==> src/rtl/img_pkt_check.sv <==
// img_pkt_check: pops packed frames from a standard FIFO, forwards image words and
// checks the trailer (XOR parity, format, frame-counter sequence) per packet.
module img_pkt_check #(
  parameter int LINE_SIZE  = 1024,
  parameter int IMAGE_SIZE = 1024*1024,
  parameter int PIX_SIZE   = 8,
  parameter     PKT_MODE   = "2D"
) (
  input  logic        clk,
  input  logic        rst_n,
  input  logic        en,
  input  logic [31:0] fifo_rddata,
  input  logic        fifo_empty,
  output logic        fifo_rden,
  output logic [31:0] pix_data,
  output logic        pix_valid,
  output logic        frame_done,
  output logic [1:0]  frame_type,
  output logic [31:0] frame_id,
  output logic        parity_err,
  output logic        fmt_err,
  output logic        seq_err,
  output logic [15:0] err_cnt
);
  localparam int WPW = 32 / PIX_SIZE;
  localparam int DW  = IMAGE_SIZE / WPW;
  localparam int TW  = LINE_SIZE / WPW;
  localparam int TOT = DW + TW;
  localparam int CW  = $clog2(TOT) + 1;
  localparam logic [7:0] MODE = (PKT_MODE == "2D") ? 8'd0 : 8'd1;
  typedef enum logic [2:0] {IDLE, DATA, PARITY, INFO, PAD, REPORT} state_t;
  state_t state_q, state_d;
  logic [CW-1:0] iss_q, wcnt_q, off;
  logic rd_vld_q, first_q, perr_q, ferr_q, perr_w, ferr_w, seq_w, fin, any_err;
  logic [31:0] xor_q, id_q, id_w;
  logic [1:0] type_q;
  assign off        = wcnt_q - CW'(DW);
  assign fifo_rden  = state_q != IDLE && state_q != REPORT && !fifo_empty && iss_q < CW'(TOT);
  assign frame_done = state_q == REPORT;
  assign id_w       = (rd_vld_q && state_q == INFO && off == CW'(7)) ? fifo_rddata : id_q;
  assign seq_w      = !first_q && id_w != frame_id + 32'd1;
  assign fin        = state_d == REPORT && state_q != REPORT;
  assign perr_w     = rd_vld_q && state_q == PARITY && off == '0 && fifo_rddata != xor_q;
  assign any_err    = perr_q || perr_w || ferr_q || ferr_w || seq_w;
  always_comb begin
    state_d = state_q;
    ferr_w  = 1'b0;
    case (state_q)
      IDLE:    state_d = en ? DATA : IDLE;
      DATA:    state_d = (rd_vld_q && wcnt_q == CW'(DW - 1)) ? PARITY : DATA;
      PARITY: begin
        ferr_w  = rd_vld_q && off != '0 && fifo_rddata != '0;
        state_d = (rd_vld_q && off == CW'(3)) ? INFO : PARITY;
      end
      INFO: begin
        ferr_w  = rd_vld_q && (off == CW'(4) ? (fifo_rddata[31:10] != '0 || fifo_rddata[7:0] != MODE)
                                             : off != CW'(7) && fifo_rddata != '0);
        state_d = (rd_vld_q && off == CW'(7)) ? ((TW == 8) ? REPORT : PAD) : INFO;
      end
      PAD: begin
        ferr_w  = rd_vld_q && fifo_rddata != '0;
        state_d = (rd_vld_q && off == CW'(TW - 1)) ? REPORT : PAD;
      end
      default: state_d = IDLE;
    endcase
  end
  always_ff @(posedge clk) begin
    if (!rst_n) begin
      state_q    <= IDLE;
      iss_q      <= '0;
      wcnt_q     <= '0;
      rd_vld_q   <= 1'b0;
      xor_q      <= '0;
      perr_q     <= 1'b0;
      ferr_q     <= 1'b0;
      first_q    <= 1'b1;
      id_q       <= '0;
      type_q     <= '0;
      pix_data   <= '0;
      pix_valid  <= 1'b0;
      frame_type <= '0;
      frame_id   <= '0;
      parity_err <= 1'b0;
      fmt_err    <= 1'b0;
      seq_err    <= 1'b0;
      err_cnt    <= '0;
    end else begin
      state_q   <= state_d;
      rd_vld_q  <= fifo_rden;
      iss_q     <= state_q == IDLE ? '0 : iss_q + CW'(fifo_rden);
      wcnt_q    <= state_q == IDLE ? '0 : wcnt_q + CW'(rd_vld_q);
      xor_q     <= state_q == IDLE ? '0 : (state_q == DATA && rd_vld_q) ? xor_q ^ fifo_rddata : xor_q;
      perr_q    <= state_q != IDLE && (perr_q || perr_w);
      ferr_q    <= state_q != IDLE && (ferr_q || ferr_w);
      id_q      <= id_w;
      type_q    <= (rd_vld_q && state_q == INFO && off == CW'(4)) ? fifo_rddata[9:8] : type_q;
      pix_valid <= rd_vld_q && state_q == DATA;
      pix_data  <= (rd_vld_q && state_q == DATA) ? fifo_rddata : pix_data;
      // status is latched on the edge into REPORT so it is valid alongside frame_done
      if (fin) begin
        first_q    <= 1'b0;
        frame_type <= type_q;
        frame_id   <= id_w;
        parity_err <= perr_q || perr_w;
        fmt_err    <= ferr_q || ferr_w;
        seq_err    <= seq_w;
        err_cnt    <= (any_err && err_cnt != 16'hFFFF) ? err_cnt + 16'd1 : err_cnt;
      end
    end
  end
endmodule
==> config.mk <==
export PLATFORM = sky130hd
export DESIGN_NAME = img_pkt_check
export DESIGN_NICKNAME = d
export VERILOG_FILES = /design/src/rtl/img_pkt_check.sv
export SDC_FILE = /design/constraint.sdc
export NUM_CORES = 1
export LEC_CHECK = 0
export ABC_CLOCK_PERIOD_IN_PS = 11600
export BUFFER_PORTS_ARGS = -buffer_cell sky130_fd_sc_hd__clkbuf_2
export CAP_MARGIN = 15
export CORE_MARGIN = 2
export CORE_UTILIZATION = 40
export CTS_CLUSTER_DIAMETER = 150
export DETAILED_ROUTE_END_ITERATION = 12
export HOLD_SLACK_MARGIN = 0.06
export PLACE_DENSITY = 0.56
export SETUP_SLACK_MARGIN = 0.1
export SYNTH_ARGS = -nofsm -noshare
export SYNTH_HDL_FRONTEND = slang
export SYNTH_SLANG_ARGS = --single-unit
==> constraint.sdc <==
create_clock -name clk -period 11.6 [get_ports clk]
set_clock_uncertainty 0.05 [all_clocks]
set_input_delay 0.58 -clock clk [delete_from_list [all_inputs] [get_ports clk]]
set_output_delay 0.58 -clock clk [all_outputs]
set_load 0.02 [all_outputs]
==> metrics.cfg, run 1 <==
[timing]
finalSetupViolations = 0
grt_setup_unrepaired = false
relSlewSlack = 0.3211
fmaxAchievable_ghz = 0.2074
layout_min_cycle_time_ns = 4.821
fin_crit_sh = 0.4156
tightest_slew_ns = 1.018
setup_ws_ns = 6.779
maxSlewViolCount = 0
hold_viol = 0
setup_tns_ns = 0

[layout]
layout-drive-gt1-share = 0.1448
syn_to_final_growth_pct = 15.74
fin_util = 0.4712
final_common_cell = dfxtp_1
antenna_cells = 0
layout_common_cells = 199 x dfxtp_1, 162 x nor2_1, 123 x clkbuf_2
stdcell_count = 1480
layout.nets = 1224

[global_route]
busiest_layer = met2
grt_use_met2 = 0.3064
grt_max_degree = 93
grt_overflow = 0
grt_use_met3 = 0.03333
grt_pass1_wl_mm = 39.44
grt_util_met1 = 0.3037
antenna_found_initial = 0
track_usage = 0.2054
grt_pass1_vias = 7274

[clock_network]
clockBufferDepth = 2
postCtsSetupBuffers = 0
htree_num_levels = 4
cts_tree = yes
numCtsBuffers = 17
clkLatencyLatePin_ns = 0.44
clk_pin_slew_ns = 0.08
postCtsHoldBufs = 0
numClockSinks = 199
cts_root_buf = clkbuf_16
cts.repair.resized = 0

[worst_setup_path]
startpoint_type = flop
crit_arrival_ns = 5.09
path_class = reg2reg
worst_setup_path_end_kind = flop
worst_ep_required_time_ns = 11.87
crit_fanout = 30

[routing]
dr.first_iter.drc_count = 498
wl_per_cell_um = 16.70
wl_mm = 24.71
post-route-drc-count = 0
dr.pass1.iters = 5
routed_via_density = 5.353
drtAntennaViolNets = 0
route.vias.total = 7922

[pwr]
fin_total_pwr_uw = 1353
power_density_nw_per_um2 = 127.2
ir_drop_uv = 88.64
power.leakage_uw = 0.004007

[logic_synthesis]
synthCells = 1090
ys_ff_latch = 199
synthAdderAreaFrac = 0.008169
synth.area.mux_share = 0.02287
async_flop_share = 0
syn_nets = 1132
synthXorXnorAreaFrac = 0.1302
synth_area_leader_cell = dfxtp_1
ys_seq_area_frac = 0.4335
syn_area_per_cell_um2 = 8.431
synth_top_area_share = 0.4335
synth_area_leaders = dfxtp_1 43%, xnor2_1 7.1%, nor2_1 6.7%
synthDistinctLibCells = 55
synth-edff-count = 0
synth_warnings = 0
synth_area_um2 = 9190
synthSimpleGateAreaFrac = 0.2591
synth_compound_area_frac = 0.1145
synth_top_flop_cell = dfxtp_1
synth_top_family_by_area = simple AND/OR/NAND/NOR gates

[die]
row_count = 55
core-area_um2 = 22570
die_y_um = 155.6
io_pins = 124
die_x_um = 155.6
dieArea_um2 = 24200
initial_core_util = 0.4072

[flow_run]
max_cap_viol_count = 0

[placement]
hpwl_mm = 17.72
portBuffers = 123
placed_cells = 1448
pre_cts_ws_ns = 6.829
gp_congestion = 0.8072

[worst_hold_path]
hp-class = reg2reg

[status]
status = complete, no violations

worst paths after layout:
check                                          startpoint                   endpoint  depth (start not counted)  slack [ns]
worst max-delay path                 wcnt_q[7]$_SDFF_PP0_    err_cnt[1]$_SDFFE_PN0P_                         11        6.78
worst min-delay path            pix_data[24]$_SDFFE_PN0P_  pix_data[24]$_SDFFE_PN0P_                          2        0.41
worst max register to register       wcnt_q[7]$_SDFF_PP0_    err_cnt[1]$_SDFFE_PN0P_                         11        6.78
worst min register to register  pix_data[24]$_SDFFE_PN0P_  pix_data[24]$_SDFFE_PN0P_                          2        0.41
Yosys cell counts (all sizes together), types with 2 or more instances:
master   number
dfxtp       199
nor2        163
nand2       109
xnor2        74
xor2         60
nand3        59
a21oi        58
clkbuf       49
a211oi       38
and3         31
o21ai        31
nand4        25
nor4         25
mux2i        21
and2         15
inv          15
or3          13
nor3         12
and4         10
buf           9
o211ai        9
or4           9
a31oi         6
ha            6
nor4b         6
o22ai         4
nand2b        3
nand4b        3
o21a          3
a21boi        2
a2bb2oi       2
nor2b         2
o211a         2
o311ai        2
o31ai         2
o41ai         2
or4b          2
registers in the layout, summed over array words and instances (netlist names), 2 cells and up:
| signal | flops |
|---|---|
| xor_q | 32 |
| id_q | 32 |
| iss_q | 20 |
| frame_type | 2 |
| frame_id | 32 |
| err_cnt | 16 |
| wcnt_q | 20 |
| state_q | 3 |
| type_q | 2 |
| pix_data | 32 |
kinds of logic (layout without fill, tap and decap cells):
group / count (synthesis) / in the layout
flip-flops: 199 / 199
adder cells (fa/ha/maj): 6 / 6
XOR/XNOR: 135 / 135
multiplexers: 21 / 21
AO/OA/AOI/OAI: 167 / 167
buffers and inverters: 73 / 178
AND/OR/NAND/NOR: 489 / 489
cell type report:
type | instances | area [um^2]
inverter | 15 | 57.56
fill | 2244 | 11940
clock buffer | 18 | 439.2
sequential | 199 | 3984
clock inverter | 14 | 176.4
tap | 285 | 356.6
multi-input combinational | 818 | 4947
timing repair buffer | 131 | 675.6
worst max-delay path, cell delays in order, from the launching register on:
cell and delay [ns]:
dfxtp_1 0.38, or4_4 0.54, nor4b_4 0.84, nand2_2 0.57, mux2i_1 0.46, a2bb2oi_1 0.20
nand4_1 0.10, or4_1 0.64, o41ai_4 0.30, buf_4 0.34, mux2i_1 0.22, nor2_1 0.05
per-stage QoR:
step | cell area [um^2] | hold WS [ns]
after floorplan | 9190 | 0.3962
final | 10640 | 0.4058
after global routing | 10640 | 0.4186
after global placement | 10020 | 0.3932
after detailed placement | 10020 | 0.3977
after CTS | 10640 | 0.4095
power breakdown:
part	leakage, uW	switching [uW]	internal, uW
logic	0.00210	34.6	14.2
registers	0.00160	2.63	685
clock network	0.000302	300	317
routing by layer:
layer / vias to the layer above / wire, um
met5: - / 0
met2: 178 / 10510
met1: 3711 / 12610
met3: 19 / 1270
met4: 0 / 329
li1: 4014 / -
Note: power is estimated with default switching activity, not from simulation.
==> run 2, diff against run 1 <==
- ABC_CLOCK_PERIOD_IN_PS: 11600 -> 4830
- clock period: 11.6 -> 4.83 ns (I/O delays scaled with it)
==> metrics.cfg, run 2 (same netlist as run 1, synthesis figures left out) <==
[clock_network]
numCtsBuffers = 17  ; unchanged
postCtsHoldBufs = 0  ; unchanged
clockBufferDepth = 2  ; unchanged
cts_root_buf = clkbuf_16
htree_num_levels = 4  ; unchanged
cts.repair.resized = 0  ; unchanged
postCtsSetupBuffers = 0  ; unchanged
cts_tree = yes
clkLatencyLatePin_ns = 0.45  ; about the same
numClockSinks = 199  ; unchanged
clk_pin_slew_ns = 0.08  ; about the same

[worst_hold_path]
whs_path_depth = 3  ; +1
hp-class = in2reg

[placement]
hpwl_mm = 17.68  ; -0.17%
gp_congestion = 0.7942  ; -1.6%
pre_cts_ws_ns = 0.5951  ; -6.234 ns
place_area_um2 = 10040  ; +0.15%
portBuffers = 123  ; unchanged

[timing]
maxSlewViolCount = 0  ; unchanged
fmaxAchievable_ghz = 0.2336  ; +13%
setup_ws_ns = 0.5487  ; -6.230 ns
grt_setup_unrepaired = false
hold_viol = 0  ; unchanged
fin_crit_sh = 0.8864  ; +0.4708
setup_tns_ns = 0  ; unchanged
tightest_slew_ns = 0.8085  ; -0.2099 ns
relSlewSlack = 0.4610  ; +0.1399
hold-worst-slack_ns = 0.07445  ; -0.3313 ns
finalSetupViolations = 0  ; unchanged
layout_min_cycle_time_ns = 4.281  ; -0.5397 ns

[die]
dieArea_um2 = 24200  ; unchanged
core-area_um2 = 22570  ; unchanged
row_count = 55  ; unchanged
initial_core_util = 0.4072  ; unchanged
io_pins = 124  ; unchanged
die_y_um = 155.6  ; unchanged
die_x_um = 155.6  ; unchanged

[layout]
multi_input_area_um2 = 4947  ; unchanged
layout-drive-gt1-share = 0.1461  ; +0.001307
finish.instance_area_um2 = 10660  ; +0.18%
final.fill_count = 2243  ; -0.045%
regArea_um2 = 3984  ; unchanged
antenna_cells = 0  ; unchanged
final_common_cell = dfxtp_1
layout_common_cells = 199 x dfxtp_1, 162 x nor2_1, 123 x clkbuf_2
syn_to_final_growth_pct = 15.94
fin_util = 0.4721  ; +0.0008310
layout.nets = 1227  ; +0.25%

[worst_setup_path]
path_class = reg2reg
worst_ep_required_time_ns = 5.09  ; -6.78 ns
crit_fanout = 30  ; unchanged
startpoint_type = flop
r2r_cells = 12  ; +1
worst_setup_path_end_kind = flop
crit_arrival_ns = 4.54  ; -0.55 ns

[pwr]
power.leakage_uw = 0.004014  ; +0.16%
ir_drop_uv = 232.2  ; +160%
power_density_nw_per_um2 = 303.9  ; +140%

[status]
status = complete, no violations

[routing]
wl_per_cell_um = 16.61  ; -0.51%
route.vias.total = 7876  ; -0.58%
drtAntennaViolNets = 0  ; unchanged
wl_mm = 24.64  ; -0.30%
dr.first_iter.drc_count = 515  ; +3.4%
post-route-drc-count = 0  ; unchanged
dr.pass1.iters = 5  ; unchanged
routed_via_density = 5.311  ; -0.78%

[global_route]
grt_overflow = 0  ; unchanged
grt_pass1_wl_mm = 39.42  ; about the same
antenna_found_initial = 0  ; unchanged
track_usage = 0.2048  ; -0.0005807
grt_max_degree = 75  ; -19%
grt_pass1_vias = 7139  ; -1.9%

[flow_run]
max_cap_viol_count = 0  ; unchanged

[run 2: path summary, 6_finish.rpt]
kind / startpoint / endpoint / slack (ns)
min reg2reg: pix_data[25]$_SDFFE_PN0P_ / pix_data[25]$_SDFFE_PN0P_ / 0.41
max reg2reg: wcnt_q[8]$_SDFF_PP0_ / err_cnt[1]$_SDFFE_PN0P_ / 0.55
max: wcnt_q[8]$_SDFF_PP0_ / err_cnt[1]$_SDFFE_PN0P_ / 0.55
min: en / state_q[0]$_SDFF_PN0_ / 0.07
[run 2: area by class of cell]
cell class | instances | area share
tap | 285 | 0.03347
timing repair buffer | 134 | 0.06517
multi-input combinational | 818 | 0.4643
clock inverter | 15 | 0.01785
sequential | 199 | 0.3739
inverter | 15 | 0.005402
clock buffer | 17 | 0.03992
[run 2: metal layers]
| metal | global-route usage | vias up | routed length [um] |
|---|---|---|---|
| met5 | 0 | - | 0 |
| met3 | 0.03750 | 22 | 1422 |
| met4 | 0.05636 | 0 | 279 |
| met2 | 0.2981 | 198 | 10540 |
| met1 | 0.3087 | 3642 | 12400 |
| li1 | - | 4014 | - |
[run 2: per-stage QoR]
stage,power (uW),cells
global route,3350,1483
CTS,3273,1482
finish,3238,1483
floorplan,1746,1090
global placement,1806,1450
detailed placement,1806,1450
[run 2: critical path, stage by stage, from the launching register on]
cell and delay [ns]:
dfxtp_1 0.37, nor4_1 0.44, and3_1 0.57, nand2_2 0.33, buf_4 0.29, mux2i_1 0.30
xnor2_1 0.17, nand2_1 0.08, or4_1 0.62, o41ai_4 0.32, buf_4 0.33, mux2i_1 0.22
nor2_1 0.05
[run 2: report_power, final]
| part | internal (uW) | switching (uW) | total, uW |
|---|---|---|---|
| clock | 714 | 756 | 1470 |
| combinational | 34.1 | 85.3 | 119 |
| sequential | 1640 | 3.59 | 1650 |
| total | 2390 | 845 | 3240 |
==> run 3, diff against run 2 <==
- PLACE_DENSITY: 0.56 -> 0.58
==> metrics.cfg, run 3 (same netlist as run 1, synthesis figures left out) <==
[status]
status = complete, no violations

[worst_setup_path]
startpoint_type = flop
crit_fanout = 30  ; unchanged
r2r_cells = 12  ; unchanged
worst_ep_required_time_ns = 5.10  ; about the same
crit_arrival_ns = 4.57  ; +0.03 ns
path_class = reg2reg
worst_setup_path_end_kind = flop

[timing]
relSlewSlack = 0.3766  ; -0.08440
maxSlewViolCount = 0  ; unchanged
tightest_slew_ns = 0.9351  ; +0.1266 ns
finalSetupViolations = 0  ; unchanged
grt_setup_unrepaired = false
fmaxAchievable_ghz = 0.2328  ; -0.35%
setup_tns_ns = 0  ; unchanged
fin_crit_sh = 0.8895  ; +0.003133
hold_viol = 0  ; unchanged
layout_min_cycle_time_ns = 4.296  ; +0.01513 ns

[die]
io_pins = 124  ; unchanged
initial_core_util = 0.4072  ; unchanged
die_y_um = 155.6  ; unchanged
dieArea_um2 = 24200  ; unchanged
core-area_um2 = 22570  ; unchanged
die_x_um = 155.6  ; unchanged
row_count = 55  ; unchanged

[clock_network]
clkLatencyLatePin_ns = 0.45  ; about the same
cts_root_buf = clkbuf_16
numClockSinks = 199  ; unchanged
cts.repair.resized = 0  ; unchanged
cts_tree = yes
postCtsHoldBufs = 1  ; +1
numCtsBuffers = 17  ; unchanged
postCtsSetupBuffers = 0  ; unchanged
clockBufferDepth = 2  ; unchanged
htree_num_levels = 4  ; unchanged
clk_pin_slew_ns = 0.09  ; about the same

[placement]
portBuffers = 123  ; unchanged
place_area_um2 = 10070  ; +0.30%
hpwl_mm = 17.91  ; +1.3%
gp_congestion = 0.8431  ; +6.2%

[global_route]
grt_use_met3 = 0.04000  ; +0.002500
grt_pass1_vias = 7270  ; +1.8%
grt_util_met1 = 0.3070  ; -0.001793
grt_max_degree = 87  ; +16%
grt_use_met2 = 0.3045  ; +0.006321
track_usage = 0.2073  ; +0.002537
grt_overflow = 0  ; unchanged
antenna_found_initial = 0  ; unchanged
grt_pass1_wl_mm = 39.74  ; +0.82%
busiest_layer = met1

[pwr]
pwr-share-comb = 0.036  ; about the same
p_sw_uw = 853.7  ; +1.0%
swShare = 0.2587  ; -0.002289
clock_power_share = 0.464  ; +0.010
power.share.sequential = 0.500  ; -0.009
ir_drop_uv = 217.5  ; -6.3%
power_density_nw_per_um2 = 307.8  ; +1.3%
internal_power_uw = 2446  ; +2.2%
power.leakage_uw = 0.004050  ; +0.91%

[routing]
drtAntennaViolNets = 0  ; unchanged
route.vias.total = 8030  ; +2.0%
wl_per_cell_um = 16.66  ; +0.31%
post-route-drc-count = 0  ; unchanged
routed_via_density = 5.400  ; +1.7%
dr.first_iter.drc_count = 532  ; +3.3%
wl_mm = 24.78  ; +0.58%
dr.pass1.iters = 6  ; +1

[worst_hold_path]
hp-class = in2reg
whs_path_depth = 3  ; unchanged

[layout]
syn_to_final_growth_pct = 16.66
final_common_cell = dfxtp_1
layout-drive-gt1-share = 0.1489  ; +0.002842
antenna_cells = 0  ; unchanged
finish.instance_area_um2 = 10720  ; +0.62%
layout_common_cells = 199 x dfxtp_1, 162 x nor2_1, 123 x clkbuf_2
layout.nets = 1231  ; +0.33%

[flow_run]
max_cap_viol_count = 0  ; unchanged

==> run 3: power by group through the flow <==
stage	sequential, uW	clock [uW]	combinational (uW)
4_1_cts	1650	1560	120
6_report	1650	1530	120
3_5_place_dp	1690	0	119
3_3_place_gp	1690	0	120
2_1_floorplan	1690	0	54.4
5_1_grt	1650	1640	129
==> run 3: worst paths after layout <==
kind | from | endpoint | slack, ns
min reg2reg | pix_data[29]$_SDFFE_PN0P_ | pix_data[29]$_SDFFE_PN0P_ | 0.41
max reg2reg | wcnt_q[7]$_SDFF_PP0_ | err_cnt[1]$_SDFFE_PN0P_ | 0.53
min | fifo_rddata[22] | pix_data[22]$_SDFFE_PN0P_ | 0.08
max | wcnt_q[7]$_SDFF_PP0_ | err_cnt[1]$_SDFFE_PN0P_ | 0.53
==> run 3: metal layers <==
| layer | wire [um] | vias to the layer above |
|---|---|---|
| met2 | 10740 | 193 |
| met5 | 0 | - |
| met1 | 12380 | 3797 |
| met4 | 400 | 0 |
| li1 | - | 4014 |
| met3 | 1256 | 26 |
==> run 3: stage by stage <==
stage / util / total power [uW] / instances / setup WS (ns) / hold WS (ns)
after global placement: 0.4460 / 1808 / 1454 / 0.6628 / 0.3941
after global routing: 0.4750 / 3415 / 1487 / 0.1960 / 0.07679
after detailed placement: 0.4460 / 1807 / 1454 / 0.5645 / 0.3977
final: 0.4750 / 3300 / 1487 / 0.5336 / 0.07593
after CTS: 0.4750 / 3330 / 1487 / 0.5599 / 0.06530
after floorplan: - / 1746 / 1090 / 0.9110 / 0.3387
==> run 3: cell type report <==
| class | count | area (um^2) |
|---|---|---|
| multi-input combinational | 818 | 4947 |
| inverter | 15 | 57.56 |
| fill | 2261 | 11850 |
| tap | 285 | 356.6 |
| sequential | 199 | 3984 |
| clock inverter | 15 | 220.2 |
| timing repair buffer | 138 | 730.7 |
| clock buffer | 17 | 425.4 |
==> run 3: worst max-delay path, cell delays in order (launching register included) <==
cell and delay (ns):
dfxtp_1 0.39, or4_4 0.53, nor4b_4 0.25, buf_4 0.26, nand2_2 0.36, mux2i_1 0.43
a2bb2oi_1 0.21, nand4_1 0.09, or4_1 0.65, o41ai_4 0.33, buf_4 0.34, mux2i_1 0.22
nor2_1 0.05
